===== src/rtl/pipeline_exu_stage.sv =====
// pipeline_exu_stage
//   Execute stage of the in-order RISC-V pipeline, between EXB (branch) and
//   the memory stage. ALU operations complete in one cycle. M-extension
//   operations (including the W forms on XLEN=64) go through an iterative
//   shift-add multiplier or a restoring divider. Divide-by-zero and signed
//   overflow bypass the iteration and finish in one cycle.
//
//   Ports
//     clk, reset (async, active-low)
//     stall      : downstream hold, EXA registers keep their value
//     flush      : abort any in-flight M op, EXA receives a bubble
//     *_EXB      : instruction, operands and sideband from the EXB stage
//     busy       : upstream must hold the EXB inputs constant
//     *_EXA      : registered results and sideband for the memory stage
//
//   ALU control encoding (alu_ctrl_EXB):
//     0 ADD, 1 SUB, 2 SLL, 3 SLT, 4 SLTU, 5 XOR, 6 SRL, 7 SRA, 8 OR, 9 AND,
//     10 pass operand B, others 0
module pipeline_exu_stage #(
  parameter int XLEN     = 64,
  parameter int MUL_FAST = 0
) (
  input  logic            clk,
  input  logic            reset,
  input  logic            stall,
  input  logic            flush,
  input  logic            valid_EXB,
  input  logic [XLEN-1:0] reg_data1_EXB,
  input  logic [XLEN-1:0] reg_data2_EXB,
  input  logic [XLEN-1:0] imm_EXB,
  input  logic [XLEN-1:0] pc_EXB,
  input  logic [4:0]      rd_EXB,
  input  logic            rf_wr_en_EXB,
  input  logic [1:0]      rf_wr_sel_EXB,
  input  logic [3:0]      alu_ctrl_EXB,
  input  logic            alu_a_sel_EXB,
  input  logic            alu_b_sel_EXB,
  input  logic            m_en_EXB,
  input  logic [2:0]      m_op_EXB,
  input  logic            m_word_EXB,
  input  logic [2:0]      dm_rd_ctrl_EXB,
  input  logic [2:0]      dm_wr_ctrl_EXB,
  output logic            busy,
  output logic            valid_EXA,
  output logic            rf_wr_en_EXA,
  output logic [1:0]      rf_wr_sel_EXA,
  output logic [4:0]      rd_EXA,
  output logic [XLEN-1:0] pc_EXA,
  output logic [XLEN-1:0] alu_result_EXA,
  output logic [XLEN-1:0] reg_data2_EXA,
  output logic [2:0]      dm_rd_ctrl_EXA,
  output logic [2:0]      dm_wr_ctrl_EXA
);

  localparam int W2 = 2 * XLEN;
  localparam int CW = $clog2(XLEN + 1);
  localparam int SW = $clog2(XLEN);

  typedef enum logic [1:0] {S_IDLE, S_MUL, S_DIV, S_DONE} state_t;

  state_t          state;
  logic [CW-1:0]   cnt;
  logic [W2-1:0]   acc;       // product accumulator / partial remainder
  logic [W2-1:0]   wa;        // shifted multiplicand / divisor
  logic [XLEN-1:0] wb;        // multiplier / dividend-then-quotient
  logic [XLEN-1:0] m_res;
  logic            neg_q, neg_r, m_word_q;
  logic [2:0]      m_op_q;

  function automatic logic [XLEN-1:0] ext32(input logic [31:0] v, input logic sx);
    logic signed [31:0]     sv;
    logic signed [XLEN-1:0] r;
    sv = v;
    if (sx) r = XLEN'(sv);
    else    r = XLEN'(v);
    return r;
  endfunction

  function automatic logic [XLEN-1:0] alu_exec(input logic [3:0] ctrl,
                                               input logic [XLEN-1:0] a,
                                               input logic [XLEN-1:0] b);
    logic signed [XLEN-1:0] sa, sb;
    logic [SW-1:0]          sh;
    logic [XLEN-1:0]        res;
    sa = a;
    sb = b;
    sh = b[SW-1:0];
    case (ctrl)
      4'd0:    res = a + b;
      4'd1:    res = a - b;
      4'd2:    res = a << sh;
      4'd3:    res = XLEN'(sa < sb);
      4'd4:    res = XLEN'(a < b);
      4'd5:    res = a ^ b;
      4'd6:    res = a >> sh;
      4'd7:    res = sa >>> sh;
      4'd8:    res = a | b;
      4'd9:    res = a & b;
      4'd10:   res = b;
      default: res = '0;
    endcase
    return res;
  endfunction

  // Applies the recorded signs to the unsigned product/quotient/remainder,
  // picks the half or quantity the op wants, and narrows W results.
  function automatic logic [XLEN-1:0] m_finish(input logic [2:0]      op,
                                               input logic            word,
                                               input logic            nq,
                                               input logic            nr,
                                               input logic [W2-1:0]   prod,
                                               input logic [XLEN-1:0] quo,
                                               input logic [XLEN-1:0] rem);
    logic [W2-1:0]   p;
    logic [XLEN-1:0] res;
    p = nq ? -prod : prod;
    case (op)
      3'd0:             res = p[XLEN-1:0];
      3'd1, 3'd2, 3'd3: res = p[W2-1:XLEN];
      3'd4, 3'd5:       res = nq ? -quo : quo;
      default:          res = nr ? -rem : rem;
    endcase
    if (word) res = ext32(res[31:0], 1'b1);
    return res;
  endfunction

  logic [XLEN-1:0] op_a, op_b, a_mag, b_mag, min_neg, alu_out, one_res;
  logic            sgn_a, sgn_b, a_neg, b_neg, word_op, is_mul;
  logic            div_zero, div_ovf, special, fast_mul, start;
  logic [W2-1:0]   fast_prod;

  // ---- EXB: operand preparation, one-cycle results, start decision ----
  always_comb begin
    word_op   = (XLEN == 64) && m_word_EXB;
    sgn_a     = (m_op_EXB == 3'd1) || (m_op_EXB == 3'd2) ||
                (m_op_EXB == 3'd4) || (m_op_EXB == 3'd6);
    sgn_b     = (m_op_EXB == 3'd1) || (m_op_EXB == 3'd4) || (m_op_EXB == 3'd6);
    op_a      = word_op ? ext32(reg_data1_EXB[31:0], sgn_a) : reg_data1_EXB;
    op_b      = word_op ? ext32(reg_data2_EXB[31:0], sgn_b) : reg_data2_EXB;
    a_neg     = sgn_a & op_a[XLEN-1];
    b_neg     = sgn_b & op_b[XLEN-1];
    a_mag     = a_neg ? -op_a : op_a;
    b_mag     = b_neg ? -op_b : op_b;
    is_mul    = ~m_op_EXB[2];
    min_neg   = word_op ? ext32(32'h8000_0000, 1'b1) : {1'b1, {(XLEN-1){1'b0}}};
    div_zero  = ~is_mul & (op_b == '0);
    div_ovf   = ~is_mul & sgn_b & (op_a == min_neg) & (op_b == '1);
    special   = div_zero | div_ovf;
    fast_mul  = (MUL_FAST != 0) && is_mul;
    fast_prod = (MUL_FAST != 0) ? (W2'(a_mag) * W2'(b_mag)) : '0;
    start     = (state == S_IDLE) & valid_EXB & m_en_EXB & ~flush & ~special & ~fast_mul;
    busy      = ~flush & (start | (state == S_MUL) | (state == S_DIV) |
                          ((state == S_DONE) & stall));

    alu_out = alu_exec(alu_ctrl_EXB,
                       alu_a_sel_EXB ? reg_data1_EXB : pc_EXB,
                       alu_b_sel_EXB ? imm_EXB : reg_data2_EXB);
    if (!m_en_EXB)
      one_res = alu_out;
    else if (is_mul)
      one_res = m_finish(m_op_EXB, word_op, a_neg ^ b_neg, 1'b0, fast_prod, '0, '0);
    else
      one_res = m_finish(m_op_EXB, word_op, 1'b0, 1'b0, '0,
                         div_zero ? '1 : op_a, div_zero ? op_a : '0);
  end

  logic [XLEN:0]   rem_sh, rem_diff;
  logic            rem_ge;
  logic [W2-1:0]   acc_nx;
  logic [XLEN-1:0] wb_nx;

  // One multiply or divide iteration. The dividend is left-aligned in wb so
  // its MSB feeds the partial remainder while quotient bits enter at bit 0.
  always_comb begin
    rem_sh   = {acc[XLEN-1:0], wb[XLEN-1]};
    rem_diff = rem_sh - {1'b0, wa[XLEN-1:0]};
    rem_ge   = rem_sh >= {1'b0, wa[XLEN-1:0]};
    if (state == S_MUL) begin
      acc_nx = acc + (wb[0] ? wa : '0);
      wb_nx  = wb >> 1;
    end else begin
      acc_nx = W2'(rem_ge ? rem_diff : rem_sh);
      wb_nx  = {wb[XLEN-2:0], rem_ge};
    end
  end

  // ---- iterative M unit ----
  always_ff @(posedge clk or negedge reset) begin
    if (!reset) begin
      state    <= S_IDLE;
      cnt      <= '0;
      acc      <= '0;
      wa       <= '0;
      wb       <= '0;
      m_res    <= '0;
      neg_q    <= 1'b0;
      neg_r    <= 1'b0;
      m_op_q   <= '0;
      m_word_q <= 1'b0;
    end else if (flush) begin
      state <= S_IDLE;
    end else begin
      case (state)
        S_IDLE: if (start) begin
          state    <= is_mul ? S_MUL : S_DIV;
          cnt      <= word_op ? CW'(32) : CW'(XLEN);
          acc      <= '0;
          wa       <= W2'(is_mul ? a_mag : b_mag);
          wb       <= is_mul ? b_mag : (word_op ? (a_mag << (XLEN - 32)) : a_mag);
          neg_q    <= a_neg ^ b_neg;
          neg_r    <= a_neg;
          m_op_q   <= m_op_EXB;
          m_word_q <= word_op;
        end
        S_MUL, S_DIV: begin
          acc <= acc_nx;
          wb  <= wb_nx;
          cnt <= cnt - CW'(1);
          if (state == S_MUL) wa <= wa << 1;
          if (cnt == CW'(1)) begin
            state <= S_DONE;
            m_res <= m_finish(m_op_q, m_word_q, neg_q, neg_r, acc_nx, wb_nx, acc_nx[XLEN-1:0]);
          end
        end
        S_DONE:  if (!stall) state <= S_IDLE;
        default: state <= S_IDLE;
      endcase
    end
  end

  // ---- EXA output registers ----
  always_ff @(posedge clk or negedge reset) begin
    if (!reset) begin
      valid_EXA      <= 1'b0;
      rf_wr_en_EXA   <= 1'b0;
      rf_wr_sel_EXA  <= '0;
      rd_EXA         <= '0;
      pc_EXA         <= '0;
      alu_result_EXA <= '0;
      reg_data2_EXA  <= '0;
      dm_rd_ctrl_EXA <= '0;
      dm_wr_ctrl_EXA <= '0;
    end else if (!stall) begin
      if (flush || start || state == S_MUL || state == S_DIV) begin
        valid_EXA      <= 1'b0;
        rf_wr_en_EXA   <= 1'b0;
        dm_rd_ctrl_EXA <= '0;
        dm_wr_ctrl_EXA <= '0;
      end else begin
        valid_EXA      <= (state == S_DONE) ? 1'b1 : valid_EXB;
        alu_result_EXA <= (state == S_DONE) ? m_res : one_res;
        rf_wr_en_EXA   <= rf_wr_en_EXB;
        rf_wr_sel_EXA  <= rf_wr_sel_EXB;
        rd_EXA         <= rd_EXB;
        pc_EXA         <= pc_EXB;
        reg_data2_EXA  <= reg_data2_EXB;
        dm_rd_ctrl_EXA <= dm_rd_ctrl_EXB;
        dm_wr_ctrl_EXA <= dm_wr_ctrl_EXB;
      end
    end
  end

endmodule

===== config.mk =====
export PLATFORM = sky130hd
export DESIGN_NAME = pipeline_exu_stage
export DESIGN_NICKNAME = d
export VERILOG_FILES = /design/src/rtl/pipeline_exu_stage.sv
export SDC_FILE = /design/constraint.sdc
export NUM_CORES = 2
export LEC_CHECK = 0
export BUFFER_PORTS_ARGS = -buffer_cell sky130_fd_sc_hd__buf_4
export CAP_MARGIN = 10
export CELL_PAD_IN_SITES_DETAIL_PLACEMENT = 1
export CELL_PAD_IN_SITES_GLOBAL_PLACEMENT = 1
export CORE_MARGIN = 3
export CORE_UTILIZATION = 49
export CTS_CLUSTER_SIZE = 30
export DETAILED_ROUTE_END_ITERATION = 8
export GPL_ROUTABILITY_DRIVEN = 1
export GPL_TIMING_DRIVEN = 0
export PLACE_DENSITY = 0.86
export SLEW_MARGIN = 30
export SYNTH_ARGS = -nofsm -noshare
export SYNTH_HDL_FRONTEND = slang
export SYNTH_SLANG_ARGS = --single-unit
export TNS_END_PERCENT = 1

===== constraint.sdc =====
create_clock -name clk -period 13.63 [get_ports clk]
set_clock_uncertainty 0.2 [all_clocks]
set_input_delay 0.6815 -clock clk [delete_from_list [all_inputs] [get_ports clk]]
set_output_delay 0.6815 -clock clk [all_outputs]
set_load 0.01 [all_outputs]

==> flow_summary_export.csv, run 1 <==
group,metric,value,unit
grt,grt_util_all_layers,79.66,%
synthesis,synth.avg_cell_area,6.871,µm²
clock_tree,cts_inserted_buffers,76,
outcome,status,"did not finish",
synthesis,synth_seq_cells,606,
grt,grt_max_degree,88,
outcome,lastStage,"global routing",
synthesis,async_flop_share,100.0,%
grt,grt_pass1_vias,117000,
grt,grt_pass1_wl,933.6,mm
synthesis,syn-num-nets,11440,
clock_tree,cts_root_buf,"clkbuf_16",
placement,hpwl,426.2,mm
die,rows,141,
synthesis,netlist_instances,10760,
clock_tree,htree_levels,3,
synthesis,ys_seq_area_share,20.51,%
synthesis,yosysWarnings,0,
clock_tree,cts.sinks,606,
die,die_w,394.4,µm
die,die_y,394.4,µm
synthesis,synth-edff-count,0,
placement,dp.cells,13260,
synthesis,synthFlopType,"dfrtp_1",
die,start_util,49.71,%
outcome,stop_error,"[ERROR GRT-0116] Global routing finished with congestion. Check the congestion regions in the DRC Viewer.",
synthesis,netlist_area,73920,µm²
placement,dpl-instance-area,80950,µm²
grt,grt_overflow,1331,
clock_tree,cts_buffer_depth,3,
placement,dp_slack,-92.76,ps
die,design.portCount,494,
synthesis,synth_cell_type_count,112,
placement,port_buffers,467,
placement,place.gp.congestion,1.481,
-- cell families after synthesis --
kind of cell	synth area share [%]
buffers and inverters	6.168
AOI/OAI and AO/OA	32.01
and+or+nand+nor	24.87
muxes	4.480
DFF	20.51
xor gates and xnor gates	4.775
adders and majority gates	7.187
-- routing by layer --
layer  GRT overflow  global-route usage [%]
met3             28                   69.71
met4            463                   77.41
met5              4                   37.44
met1             20                   79.13
met2            816                   93.21
-- stage by stage --
stage,util (%),setup TNS (ps)
2_1_floorplan,-,0
3_5_place_dp,54.43,-128.8
3_3_place_gp,53.75,-20730
4_1_cts,56.44,0
-- repair_timing --
action,4_1_cts
gates resized for setup,1
hold buffers,37
setup buffers,0
pin swaps,0
endpoints found under the setup margin,2
endpoints found under the hold margin,121
-- cells in the mapped netlist (all sizes together), types with 86 or more instances --
| library cell | n | area, µm² |
|---|---|---|
| nand2 | 1760 | 6614 |
| buf | 159 | 738.2 |
| nand3 | 192 | 975.9 |
| nor3 | 220 | 1121 |
| o21ai | 1060 | 5305 |
| a211oi | 193 | 1459 |
| ha | 395 | 4942 |
| nand4 | 173 | 1112 |
| mux2i | 248 | 2490 |
| a221oi | 92 | 812.0 |
| xor2 | 169 | 1480 |
| a22o | 104 | 910.9 |
| dfrtp | 606 | 15160 |
| a21o | 115 | 863.3 |
| and2 | 183 | 1145 |
| o211ai | 114 | 855.8 |
| xnor2 | 234 | 2049 |
| o21bai | 86 | 645.6 |
| inv | 361 | 1355 |
| a21oi | 1056 | 5300 |
| o22ai | 135 | 844.6 |
| o31ai | 99 | 748.2 |
| a31oi | 94 | 603.1 |
| clkbuf | 653 | 2455 |
| nor2 | 1067 | 4021 |
==> run 2, diff against run 1 <==
--- a/config.mk
+++ b/config.mk
@@ -7,15 +7,12 @@
 export LEC_CHECK = 0
 export BUFFER_PORTS_ARGS = -buffer_cell sky130_fd_sc_hd__buf_4
 export CAP_MARGIN = 10
-export CELL_PAD_IN_SITES_DETAIL_PLACEMENT = 1
-export CELL_PAD_IN_SITES_GLOBAL_PLACEMENT = 1
 export CORE_MARGIN = 3
-export CORE_UTILIZATION = 49
-export CTS_CLUSTER_SIZE = 30
+export CORE_UTILIZATION = 35
 export DETAILED_ROUTE_END_ITERATION = 8
 export GPL_ROUTABILITY_DRIVEN = 1
 export GPL_TIMING_DRIVEN = 0
-export PLACE_DENSITY = 0.86
+export PLACE_DENSITY_LB_ADDON = 0.15
 export SLEW_MARGIN = 30
 export SYNTH_ARGS = -nofsm -noshare
 export SYNTH_HDL_FRONTEND = slang
==> run 2 against run 1 <==
  * Area after synthesis is the same
  * The flow now finishes, with violations (DRC, setup timing)
  * Synthesized cell count is the same
==> flow_summary_export.csv, run 2 <==
group,metric,value,unit
clock_tree,clk_pin_slew,70,ps
synthesis,synth_seq_cells,606,
min_path,hold_start,"pc_EXB[57]",
synthesis,netlist_instances,10760,
final_layout,final_common_cell,"nand2_1",
clock_tree,cts_tree,"yes",
min_path,hold_depth,3,
clock_tree,worstSkewPairLatency,780,ps
outcome,status,"finished with violations",
setup_path,crit_path_frequent_cell,"buf_2",
synthesis,yosysMostFrequentCell,"nand2_1",
power_and_ir_drop,seqPwrFrac,16.6,%
synthesis,ys_seq_area_share,20.51,%
grt,use_met1,56.46,%
sta,fmax,0.07303,GHz
power_and_ir_drop,p_comb_share,72.0,%
power_and_ir_drop,p_sw_share,61.49,%
routing,drt-wirelength-per-cell,42.15,µm
routing,dr.pass1.iters,9,
routing,postRouteAntennaNets,0,
sta,fin_crit_sh,100.5,%
synthesis,synth-edff-count,0,
sta,setup_violations,1,
setup_path,rr_startpoint,"state[1]",
synthesis,synth_top_area_share,20.51,%
grt,grt_max_degree,84,
setup_path,cp.arrival,14130,ps
min_path,whs_endpoint,"pc_EXA[57]",
sta,worst_pin_slew,1281,ps
synthesis,synthTopCellsByArea,"dfrtp_1, nand2_1, a21oi_1",
final_layout,n_fill_cell,22620,
setup_path,start_kind,"flip-flop",
die,start_util,35.24,%
sta,timing.final.ws_setup,-62.20,ps
power_and_ir_drop,power.total,19.51,mW
power_and_ir_drop,power.density,226.6,nW/µm²
setup_path,path_buf_inv,14,
synthesis,synth.avg_cell_area,6.871,µm²
outcome,violations,"DRC, setup timing",
power_and_ir_drop,p_clk_share,11.4,%
final_layout,area_growth,16.47,%
grt,grt-busiest-layer,"met2",
grt,grt_pass1_vias,92730,
power_and_ir_drop,power.internal,7.515,mW
setup_path,cp_slowest_cell,"clkbuf_1",
die,die_w,465.6,µm
die,design.portCount,494,
synthesis,synthFlopType,"dfrtp_1",
grt,antenna_found_initial,61,
placement,port_buffers,467,
placement,place.gp.congestion,1.183,
min_path,hold_path_class,"input pin to flip-flop",
die,rows,168,
routing,remaining_drc_errors,18,
placement,hpwl,493.8,mm
final_layout,drive_above_1_share,9.913,%
setup_path,cpPeakStageDelay,700,ps
clock_tree,htree_levels,3,
synthesis,yosysWarnings,0,
setup_path,required,14060,ps
synthesis,synth_cell_type_count,112,
grt,grt_overflow,0,
setup_path,crit_cells,31,
die,die_y,465.6,µm
synthesis,yosys-top-cells-count,"nand2_1, nor2_1, a21oi_1, o21ai_0, clkbuf_1",
die,die-area,216800,µm²
synthesis,synth_top_area_cell,"dfrtp_1",
sta,holdWs,40.61,ps
final_layout,num-nets-final,12120,
grt,grt_util_all_layers,53.37,%
final_layout,fin_util,41.04,%
grt,grt_pass1_wl,803.4,mm
synthesis,netlist_area,73920,µm²
setup_path,cpLargestDelayFamily,"buffers and inverters",
synthesis,syn-num-nets,11440,
sta,finalCriticalPeriod,13690,ps
routing,routed_via_density,6.976,
flow_run,maxCapViolations,0,
final_layout,reg_top3,"acc: 128 flops, wa: 128 flops",
sta,grt_setup_unrepaired,"false",
grt,met2_usage,79.63,%
power_and_ir_drop,irDropWorstVdd,0.1351,mV
routing,drt-initial-drc-count,15940,
die,core_area,209800,µm²
power_and_ir_drop,p_leak,35.90,nW
setup_path,r2r_end,"m_res[62]",
power_and_ir_drop,p_switching,12.00,mW
setup_path,crit_fanout,19,
clock_tree,cts_root_buf,"clkbuf_16",
setup_path,endpoint_kind,"flip-flop",
clock_tree,cts.sinks,606,
setup_path,r2r_cells,31,
grt,grt_use_met3,17.98,%
routing,wl,604.5,mm
synthesis,async_flop_share,100.0,%
sta,drv_slew,0,
setup_path,r2r_slack,-60,ps
clock_tree,cts_inserted_buffers,74,
setup_path,crit_type,"flip-flop to flip-flop",
routing,routed-via-count,100100,
clock_tree,cts_buffer_depth,3,
final_layout,layout_common_cells,"nand2_1, nor2_1, a21oi_1",
sta,slew_headroom,14.62,%
sta,final_hold_viol_count,0,
## run 2: stage by stage
stage	instance area, µm²	setup slack [ps]	TNS (ps)	std cells
2_1_floorplan	73920	5233	0	10760
3_3_place_gp	80940	-3187	-44310	14030
3_5_place_dp	82430	-812.8	-2395	14090
4_1_cts	85790	187.9	0	14290
5_1_grt	86000	7.154	0	14300
6_report	86100	-62.20	-62.20	14340
## run 2: how the worst max path moves through the flow
stage             start  slack [ps]         to
6_report       state[1]         -60  m_res[62]
3_3_place_gp   state[1]       -3190  m_res[58]
5_1_grt        state[1]           7  m_res[58]
3_5_place_dp   state[1]        -810  m_res[58]
2_1_floorplan  state[1]        5230  m_res[58]
4_1_cts        state[1]         190  m_res[58]
## run 2: repair_timing
action,4_1_cts,5_1_grt
endpoints found under the setup margin,5,5
resized for setup,1,3
endpoints found under the hold margin,113,0
hold buffers,70,0
buffers inserted,0,0
## run 2: layout make-up
cell class / count / area [µm²] / share of cell area, %
clock buffer: 96 / 2074 / 2.409
timing repair buffer: 598 / 4936 / 5.733
inverter: 364 / 1366 / 1.587
tap: 2805 / 3510 / 4.076
sequential: 606 / 15160 / 17.61
multi-input combinational: 8977 / 55050 / 63.94
buffer: 810 / 3292 / 3.824
antenna: 47 / 117.6 / 0.1366
clock inverter: 39 / 583.1 / 0.6772
## run 2: kinds of logic (layout without fill, tap and decap cells)
logic type / count (synthesis) / after routing / share of synthesized area (%)
xor gates and xnor gates: 403 / 403 / 4.775
buffers and inverters: 1176 / 1907 / 6.168
AOI/OAI and AO/OA: 3743 / 3743 / 32.01
adders and majority gates: 428 / 428 / 7.187
DFF: 606 / 606 / 20.51
muxes: 321 / 321 / 4.480
other: 0 / 47 / 0
and+or+nand+nor: 4082 / 4082 / 24.87
## run 2: metal layers
metal | vias up | wire length (µm)
met1 | 48500 | 199200
met5 | - | 230
met4 | 34 | 84750
met2 | 8192 | 250700
met3 | 2912 | 69570
li1 | 40410 | -
## run 2: worst reg2reg max path: cells and delay by family, from the launching register on
family	cells	cell delay, ps
compound gates	5	1450
fa+ha+maj	2	470
flops	1	410
simple gates	9	3140
buf+inv	14	7590
mux	1	400
## run 2: power by group through the flow
stage / Clock (mW) / Sequential, mW / Combinational, mW
floorplan: 0 / 2.92 / 6.99
global placement: 0 / 3.18 / 12.8
detailed placement: 0 / 3.18 / 13.1
CTS: 2.22 / 3.17 / 13.2
global route: 2.28 / 3.24 / 14.2
finish: 2.23 / 3.24 / 14.0
(Power assumes the default switching activity.)
